$ cat src/rtl/pattern_detect_ctrl.sv
// Programmable serial bit-pattern detector with run/stop control, match counting and auto-stop.
// Pattern, length, overlap, Mealy/Moore output and target count are loaded while idle.
module pattern_detect_ctrl #(
  parameter int unsigned MAX_LEN = 8,
  parameter int unsigned CNT_W   = 8,
  localparam int unsigned LEN_W  = $clog2(MAX_LEN) + 1
) (
  input  logic               clk,
  input  logic               reset_n,
  input  logic               cfg_we,
  input  logic [MAX_LEN-1:0] cfg_pattern,
  input  logic [LEN_W-1:0]   cfg_len,
  input  logic               cfg_overlap,
  input  logic               cfg_moore,
  input  logic [CNT_W-1:0]   cfg_target,
  input  logic               start,
  input  logic               stop,
  input  logic               x,
  input  logic               x_valid,
  output logic               y,
  output logic               busy,
  output logic               done,
  output logic [CNT_W-1:0]   match_cnt,
  output logic               cfg_err
);

  typedef enum logic [1:0] {StIdle, StRun, StDone} state_e;

  state_e             state_q, state_d;
  logic [MAX_LEN-1:0] hist_q, hist_d;
  logic [LEN_W-1:0]   fill_q, fill_d;
  logic [CNT_W-1:0]   cnt_q, cnt_d;
  logic [MAX_LEN-1:0] pat_q, pat_d;
  logic [LEN_W-1:0]   len_q, len_d;
  logic               ovl_q, ovl_d;
  logic               moore_q, moore_d;
  logic [CNT_W-1:0]   tgt_q, tgt_d;
  logic               y_q, y_d;
  logic               err_q, err_d;

  logic               accept, match, pat_hit, fill_ok, len_ok, run_start;
  logic [MAX_LEN:0]   window, mask, pat_ext;
  logic [CNT_W-1:0]   cnt_inc;

  // Window is {hist, x}; only the low len bits take part in the compare.
  always_comb begin
    window  = {hist_q, x};
    pat_ext = {1'b0, pat_q};
    mask    = '0;
    for (int i = 0; i < MAX_LEN; i++) begin
      mask[i] = (LEN_W'(i) < len_q);
    end
  end

  assign pat_hit = (((window ^ pat_ext) & mask) == '0);
  assign fill_ok = (fill_q >= (len_q - LEN_W'(1)));
  assign accept  = (state_q == StRun) && x_valid;
  assign match   = accept && fill_ok && pat_hit;
  assign cnt_inc = (cnt_q == '1) ? cnt_q : cnt_q + CNT_W'(1);
  assign len_ok  = (cfg_len != '0) && (cfg_len <= LEN_W'(MAX_LEN));

  always_comb begin
    state_d   = state_q;
    hist_d    = hist_q;
    fill_d    = fill_q;
    cnt_d     = cnt_q;
    pat_d     = pat_q;
    len_d     = len_q;
    ovl_d     = ovl_q;
    moore_d   = moore_q;
    tgt_d     = tgt_q;
    err_d     = 1'b0;
    y_d       = match && moore_q;
    run_start = 1'b0;

    if (cfg_we) begin
      if (state_q == StIdle && len_ok) begin
        pat_d   = cfg_pattern;
        len_d   = cfg_len;
        ovl_d   = cfg_overlap;
        moore_d = cfg_moore;
        tgt_d   = cfg_target;
      end else begin
        err_d = 1'b1;
      end
    end

    if (accept) begin
      hist_d = window[MAX_LEN-1:0];
      if (match && !ovl_q) begin
        fill_d = '0;
      end else if (fill_q != LEN_W'(MAX_LEN)) begin
        fill_d = fill_q + LEN_W'(1);
      end
    end

    if (match) begin
      cnt_d = cnt_inc;
    end

    unique case (state_q)
      StIdle: begin
        if (!stop && start) run_start = 1'b1;
      end
      StRun: begin
        if (stop) begin
          state_d = StIdle;
        end else if (match && (tgt_q != '0) && (cnt_inc == tgt_q)) begin
          state_d = StDone;
        end
      end
      StDone: begin
        if (stop) begin
          state_d = StIdle;
        end else if (start) begin
          run_start = 1'b1;
        end
      end
      default: state_d = StIdle;
    endcase

    // The bit sampled on the start edge is discarded along with the old run's state.
    if (run_start) begin
      state_d = StRun;
      hist_d  = '0;
      fill_d  = '0;
      cnt_d   = '0;
    end
  end

  always_ff @(posedge clk or negedge reset_n) begin
    if (!reset_n) begin
      state_q <= StIdle;
      hist_q  <= '0;
      fill_q  <= '0;
      cnt_q   <= '0;
      pat_q   <= MAX_LEN'(5);
      len_q   <= LEN_W'(3);
      ovl_q   <= 1'b1;
      moore_q <= 1'b0;
      tgt_q   <= '0;
      y_q     <= 1'b0;
      err_q   <= 1'b0;
    end else begin
      state_q <= state_d;
      hist_q  <= hist_d;
      fill_q  <= fill_d;
      cnt_q   <= cnt_d;
      pat_q   <= pat_d;
      len_q   <= len_d;
      ovl_q   <= ovl_d;
      moore_q <= moore_d;
      tgt_q   <= tgt_d;
      y_q     <= y_d;
      err_q   <= err_d;
    end
  end

  assign y         = moore_q ? y_q : match;
  assign busy      = (state_q == StRun);
  assign done      = (state_q == StDone);
  assign match_cnt = cnt_q;
  assign cfg_err   = err_q;

endmodule

$ cat config.mk
export PLATFORM = sky130hd
export DESIGN_NAME = pattern_detect_ctrl
export DESIGN_NICKNAME = d
export VERILOG_FILES = /design/src/rtl/pattern_detect_ctrl.sv
export SDC_FILE = /design/constraint.sdc
export NUM_CORES = 1
export LEC_CHECK = 0
export ABC_CLOCK_PERIOD_IN_PS = 2600
export BUFFER_PORTS_ARGS = -buffer_cell sky130_fd_sc_hd__clkbuf_2
export CORE_ASPECT_RATIO = 1.2
export CORE_MARGIN = 3
export CORE_UTILIZATION = 40
export DETAILED_ROUTE_END_ITERATION = 8
export PLACE_DENSITY = 0.68
export SETUP_SLACK_MARGIN = 0.1
export SYNTH_ARGS = -nofsm -noshare
export SYNTH_HDL_FRONTEND = slang
export SYNTH_SLANG_ARGS = --single-unit
$ cat constraint.sdc
create_clock -name clk -period 2.6 [get_ports clk]
set_input_delay 0.13 -clock clk [delete_from_list [all_inputs] [get_ports clk]]
set_output_delay 0.13 -clock clk [all_outputs]
set_load 0.005 [all_outputs]
==> out/qor.yml, run 1 <==
status:
  status: "complete, no violations"
global_routing:
  grtUsageTotal_pct: 16.4
  antenna_found_initial: 0
  grt_util_met1_pct: 19.6
  grt_pass1_wl_mm: 9.72
  grt_pass1_vias: 2034
  grt_util_met2_pct: 30.2
  grt-busiest-layer: "met2"
  overflow: 0
  met3_usage_pct: 3.15
  grt_max_degree: 46
min_path:
  min_to: "pat_q[5]"
  hold_class: "in2reg"
  min_from: "cfg_pattern[5]"
  worstHoldPathCells: 2
yosys:
  syn_inst: 248
  synth_edf_count: 0
  netlist.area_leader.share_pct: 38.1
  yosys-top-cells-area: "dfrtp_1 (38%), mux2_2 (9.9%), dfstp_2 (5.0%), ha_1 (4.8%), xnor2_1 (3.3%)"
  synth_fa_ha_area_share_pct: 4.76
  synthMuxAreaShare_pct: 11.0
  synth_top_family_by_area: "simple AND/OR/NAND/NOR gates"
  synth_compound_area_share_pct: 14.3
  yosys.area_share.simple_pct: 16.5
  mappedNetlistArea_sq_um: 2630
  async_flop_share_pct: 100
  syn_nets: 287
  avgSynthCellArea_sq_um: 10.6
  ys_warn_count: 0
  synth_seq_cells: 45
  synth_top_cell_by_area: "dfrtp_1"
  ys_seq_area_share_pct: 43.1
  ys.flop_type: "dfrtp_1"
  synthDistinctLibCells: 56
  synth-xor-area-share_pct: 5.67
detailed_routing:
  drt_iter0_drc: 121
  avgViaCountPerCell: 5.37
  ant_nets: 0
  wl_per_cell_microns: 15.7
  first_pass_iters: 4
  drc: 0
  drt-total-wl_mm: 5.92
  num_vias: 2028
finish:
  fin_cells: 378
  n_fill_cell: 590
  nets: 334
  n_antenna_cell: 0
  drive_above_1_share_pct: 38.9
  syn_to_final_growth_pct: 20.0
  fin_util_pct: 50.8
floorplanning:
  die-area_sq_um: 7580
  boundaryPins: 41
  dieHeight_microns: 94.8
  initial_utilization_pct: 42.3
  core_region_area_sq_um: 6210
  fp-row-count: 31
  die_w_microns: 80.0
pwr:
  seq_power_share_pct: 43.2
  powerDensity_nw_per_um2: 703
  internal-power_mw: 1.53
  peakVddDrop_mv: 0.342
  p_sw_mw: 0.688
  clock_power_share_pct: 25.6
  power_leakage_nw: 1.41
  combPwrFrac_pct: 31.2
  p_sw_share_pct: 31.1
clock_network:
  htreeDepth: 2
  root_buffer: "clkbuf_8"
  cts.path.max_buffers: 2
  numCtsBuffers: 5
  numClockSinks: 45
  tritoncts: "done"
  clk_latency_ns: 0.30
  clkSlewWorstSetupHoldPaths_ns: 0.09
timing:
  relSlewSlack_pct: 60.6
  final_hold_viol_count: 0
  finalClockSkew_ns: 0.0128
  fmax_mhz: 386
  setup_tns_ns: 0
  worstMarginPinSlew_ns: 0.591
  setup_viol: 0
  setup_slack_ns: 0.00930
  min_period_over_period_pct: 99.6
  min_period_ns: 2.59
  final-max-slew-violation-count: 0
  rsz0062_at_grt: "true"
place:
  port_buffers: 40
  placed_cells: 364
  pre_cts_ws_ns: -0.0270
  place.gp.congestion: 0.866
  place_hpwl_mm: 4.18
critical_path:
  regToRegSetupSlack_ns: 0.05
  crit_arrival_ns: 2.46
  critPathMaxFanout: 3
  timing.rr.end: "match_cnt[2]"
  critPathLaunch: "len_q[0]"
  reg2reg_from: "len_q[0]"
  cp-start-kind: "flop"
  r2r_cells: 12
  required_ns: 2.47
  crit_type: "reg2out"
  critPathCaptureType: "output port"
run:
  drv_cap: 0
-- cells in the mapped netlist (5+ instances only) --
master,number
nand3_1,6
inv_1,8
mux2_2,23
dfstp_2,5
buf_2,6
o21ai_0,8
a21oi_1,10
nor2_1,13
dfrtp_1,40
xor2_1,7
nand2_1,20
nor3_1,7
ha_1,10
nand4_1,6
xnor2_1,10
-- through the flow --
step | hold slack [ns] | instance area, sq um | power, mW
after floorplan | -0.166 | 2630 | 1.36
after global placement | 0.256 | 2890 | 1.52
after detailed placement | 0.255 | 2890 | 1.54
after CTS | 0.0484 | 3080 | 2.20
after global routing | 0.0530 | 3150 | 2.34
final | 0.0535 | 3150 | 2.21
-- worst max-delay path, stage by stage, from the launching register on --
cell and delay (ns):
dfstp_2 0.55, inv_2 0.05, ha_4 0.17, xnor2_2 0.15, ha_2 0.29, o21a_1 0.18
o22ai_2 0.16, nor3b_2 0.07, o211a_2 0.15, mux2_4 0.27, clkbuf_2 0.11
-- worst max-delay path by stage --
stage / end / slack, ns / depth (start not counted)
floorplan: match_cnt[2] / 0.26 / 11
global placement: match_cnt[0] / 0.07 / 10
detailed placement: match_cnt[3] / -0.03 / 10
CTS: y / 0.07 / 10
global route: y / -0.06 / 10
finish: y / 0.009 / 10
-- cell families after synthesis --
| logic type | count (synthesis) |
|---|---|
| xor gates and xnor gates | 17 |
| and+or+nand+nor | 79 |
| buffers and inverters | 21 |
| muxes | 26 |
| DFF | 45 |
| adders and majority gates | 10 |
| AOI/OAI and AO/OA | 50 |
-- power by group through the flow --
stage	sequential, mW	clock [mW]	combinational (mW)
3_3_place_gp	0.963	0	0.556
3_5_place_dp	0.967	0	0.571
2_1_floorplan	0.932	0	0.432
4_1_cts	0.957	0.572	0.671
6_report	0.957	0.567	0.691
5_1_grt	0.977	0.601	0.764
-- layer usage --
metal | part of all wire (%) | vias up
li1 | - | 991
met1 | 42 | 995
met2 | 54 | 36
met3 | 3.4 | 6
met4 | 1.0 | 0
met5 | 0 | -
-- registers in the layout, summed over array words and instances (netlist names) --
register and count:
len_q 4, state_q 2, pat_q 8, hist_q 7, fill_q 4, y_q 1
ovl_q 1, cfg_err 1, moore_q 1, tgt_q 8, match_cnt 8
-- area by class of cell --
class | instances | area (sq um) | area share, %
inverters | 8 | 30.0 | 0.953
flip-flops and latches | 45 | 1130 | 35.9
well taps | 82 | 103 | 3.26
multi-input cells | 182 | 1460 | 46.3
clock buffers | 6 | 82.6 | 2.62
repair buffers | 53 | 308 | 9.77
clock inverters | 2 | 37.5 | 1.19
-- timing repair --
item	4_1_cts	5_1_grt
resized for setup	11	12
hold buffers	1	0
endpoints found under the setup margin	14	13
gates cloned	0	1
endpoints found under the hold margin	40	0
pin swaps	4	8
buffers inserted	1	3
-- layout by cell type (no fill, tap or decap), types with 4 or more instances in the layout --
master / synthesis / routed
dfrtp_1: 40 / 40
clkbuf_2: 0 / 40
mux2_2: 23 / 22
nand2_1: 20 / 20
nor2_1: 13 / 13
buf_4: 3 / 10
xnor2_1: 10 / 9
a21oi_1: 10 / 9
ha_1: 10 / 8
xor2_1: 7 / 7
o21ai_0: 8 / 7
nor3_1: 7 / 6
inv_1: 8 / 6
nand3_1: 6 / 6
nand4_1: 6 / 6
clkbuf_8: 0 / 6
dfstp_2: 5 / 5
nand2b_1: 4 / 4
and3_1: 4 / 4
a22o_1: 4 / 4
No activity file was read; power rests on OpenSTA's default activity.
==> run 2: changes to the inputs <==
--- a/config.mk
+++ b/config.mk
@@ -9,9 +9,10 @@
 export BUFFER_PORTS_ARGS = -buffer_cell sky130_fd_sc_hd__clkbuf_2
 export CORE_ASPECT_RATIO = 1.2
 export CORE_MARGIN = 3
-export CORE_UTILIZATION = 40
+export CORE_UTILIZATION = 53
+export CTS_BUF_LIST = sky130_fd_sc_hd__clkbuf_8
 export DETAILED_ROUTE_END_ITERATION = 8
-export PLACE_DENSITY = 0.68
+export PLACE_DENSITY = 0.83
 export SETUP_SLACK_MARGIN = 0.1
 export SYNTH_ARGS = -nofsm -noshare
 export SYNTH_HDL_FRONTEND = slang
==> run 2 against run 1 <==
Net effect:
- the flow now finishes with violations (setup timing)
- setup slack got worse by 0.078 ns
- fmax shrank 2.9%
- cell count shrank 6.6%
- sequential cell count unchanged
- sequential share of layout area grew 0.61 points
- sequential power is 0.9% higher
- total power grew 2.4%
- critical path type unchanged
- critical endpoint unchanged
==> out/qor.yml, run 2 (synthesized netlist as in run 1, its figures left out) <==
global_routing:
  grt_pass1_vias: 2052
  overflow: 0
  grt_max_degree: 45
  antenna_found_initial: 0
  grt_pass1_wl_mm: 9.79
  grtUsageTotal_pct: 20.8
detailed_routing:
  first_pass_iters: 4
  num_vias: 2075
  drt_iter0_drc: 132
  wl_per_cell_microns: 15.9
  ant_nets: 0
  drt-total-wl_mm: 5.61
  drc: 0
  avgViaCountPerCell: 5.88
clock_network:
  root_buffer: "clkbuf_8"
  numCtsBuffers: 5
  tritoncts: "done"
  numClockSinks: 45
  cts.path.max_buffers: 2
  clkSlewWorstSetupHoldPaths_ns: 0.08
  clk_latency_ns: 0.30
  htreeDepth: 2
pwr:
  clock_power_share_pct: 27.4
  seq_power_share_pct: 42.6
  powerDensity_nw_per_um2: 732
  finalPower_mw: 2.27
  internal-power_mw: 1.59
  peakVddDrop_mv: 0.501
  power_leakage_nw: 1.42
  combPwrFrac_pct: 30.0
  p_sw_mw: 0.679
  p_sw_share_pct: 30.0
timing:
  min_period_ns: 2.67
  setup_tns_ns: -0.0689
  relSlewSlack_pct: 27.6
  rsz0062_at_grt: "true"
  min_period_over_period_pct: 103
  fmax_mhz: 375
  final-max-slew-violation-count: 0
  worstMarginPinSlew_ns: 1.09
  setup_slack_ns: -0.0689
  final_hold_viol_count: 0
  setup_viol: 1
  finalClockSkew_ns: 0.00629
floorplanning:
  initial_utilization_pct: 55.9
  dieHeight_microns: 83.1
  die-area_sq_um: 5840
  core_region_area_sq_um: 4700
  boundaryPins: 41
  fp-row-count: 27
  die_w_microns: 70.3
critical_path:
  crit_type: "reg2out"
  slowest_stage: "dfstp_2"
  critPathCaptureType: "output port"
  reg2reg_from: "len_q[1]"
  crit_arrival_ns: 2.54
  cp-start-kind: "flop"
  r2r_cells: 12
  worst-path-buf-inv: 3
  critPathMaxStageDelay_ns: 0.55
  timing.rr.end: "match_cnt[3]"
  critPathMaxFanout: 2
  required_ns: 2.47
  regToRegSetupSlack_ns: 0.07
  critPathTopFamily: "flip-flops"
  crit_chain: "inv_2 -> ha_4 -> xnor2_2 -> ha_1 -> o21a_1 -> o22ai_2 -> nor3b_2 -> o211a_1 -> buf_6 -> mux2_2 -> clkbuf_2"
finish:
  n_antenna_cell: 0
  nets: 333
  drive_above_1_share_pct: 37.3
  layout_common_cells: "dfrtp_1 (40), clkbuf_2 (40), mux2_2 (23), nand2_1 (20), nor2_1 (13)"
  syn_to_final_growth_pct: 18.0
place:
  place_hpwl_mm: 4.00
  port_buffers: 40
  place.gp.congestion: 0.890
min_path:
  hold_class: "in2async"
run:
  drv_cap: 0
status:
  violations: "setup timing"
  status: "finished, violations left"
-- run 2: metal layers --
metal / GRT usage, % / up-vias / part of all wire, %
met1: 29.5 / 979 / 45
met4: 9.23 / 0 / 2.4
li1: - / 995 / -
met2: 30.9 / 87 / 46
met3: 3.63 / 14 / 6.6
met5: 0 / - / 0
-- run 2: worst max path at each step --
stage	to	slack, ns	from	cells past startpoint
after global routing	y	-0.19	len_q[1]	11
final	y	-0.07	len_q[1]	11
after global placement	y	0.12	len_q[1]	9
after CTS	y	-0.07	len_q[1]	11
after floorplan	match_cnt[2]	0.26	len_q[0]	11
after detailed placement	match_cnt[2]	0.01	len_q[1]	11
-- run 2: final cells by class --
type | instances | area [sq um]
clock buffer | 5 | 68.8
clock inverter | 3 | 65.1
fill | 375 | 1600
inverter | 8 | 30.0
multi-input combinational | 182 | 1440
sequential | 45 | 1130
tap | 58 | 72.6
timing repair buffer | 52 | 294
-- run 2: stage by stage --
step	setup slack [ns]	instances	utilization, %	instance area, sq um	hold WS, ns
final	-0.0689	353	66.0	3100	0.0219
after global routing	-0.189	353	66.0	3100	0.0516
after CTS	-0.0680	353	66.0	3100	0.0488
after detailed placement	0.0143	340	60.9	2860	0.365
after global placement	0.120	340	60.9	2860	0.361
after floorplan	0.260	248	-	2630	-0.166
-- run 2: repair_timing --
action | CTS | global route
gates resized for setup | 13 | 1
buffers inserted | 5 | 0
pin swaps | 7 | 5
hold buffers | 0 | 0
endpoints found under the setup margin | 10 | 13
-- run 2: power by group through the flow --
stage	Clock (mW)	Combinational [mW]	Sequential [mW]
floorplan	0	0.432	0.932
detailed placement	0	0.551	0.978
global placement	0	0.527	0.969
CTS	0.628	0.674	0.964
global route	0.655	0.759	0.989
finish	0.621	0.681	0.966
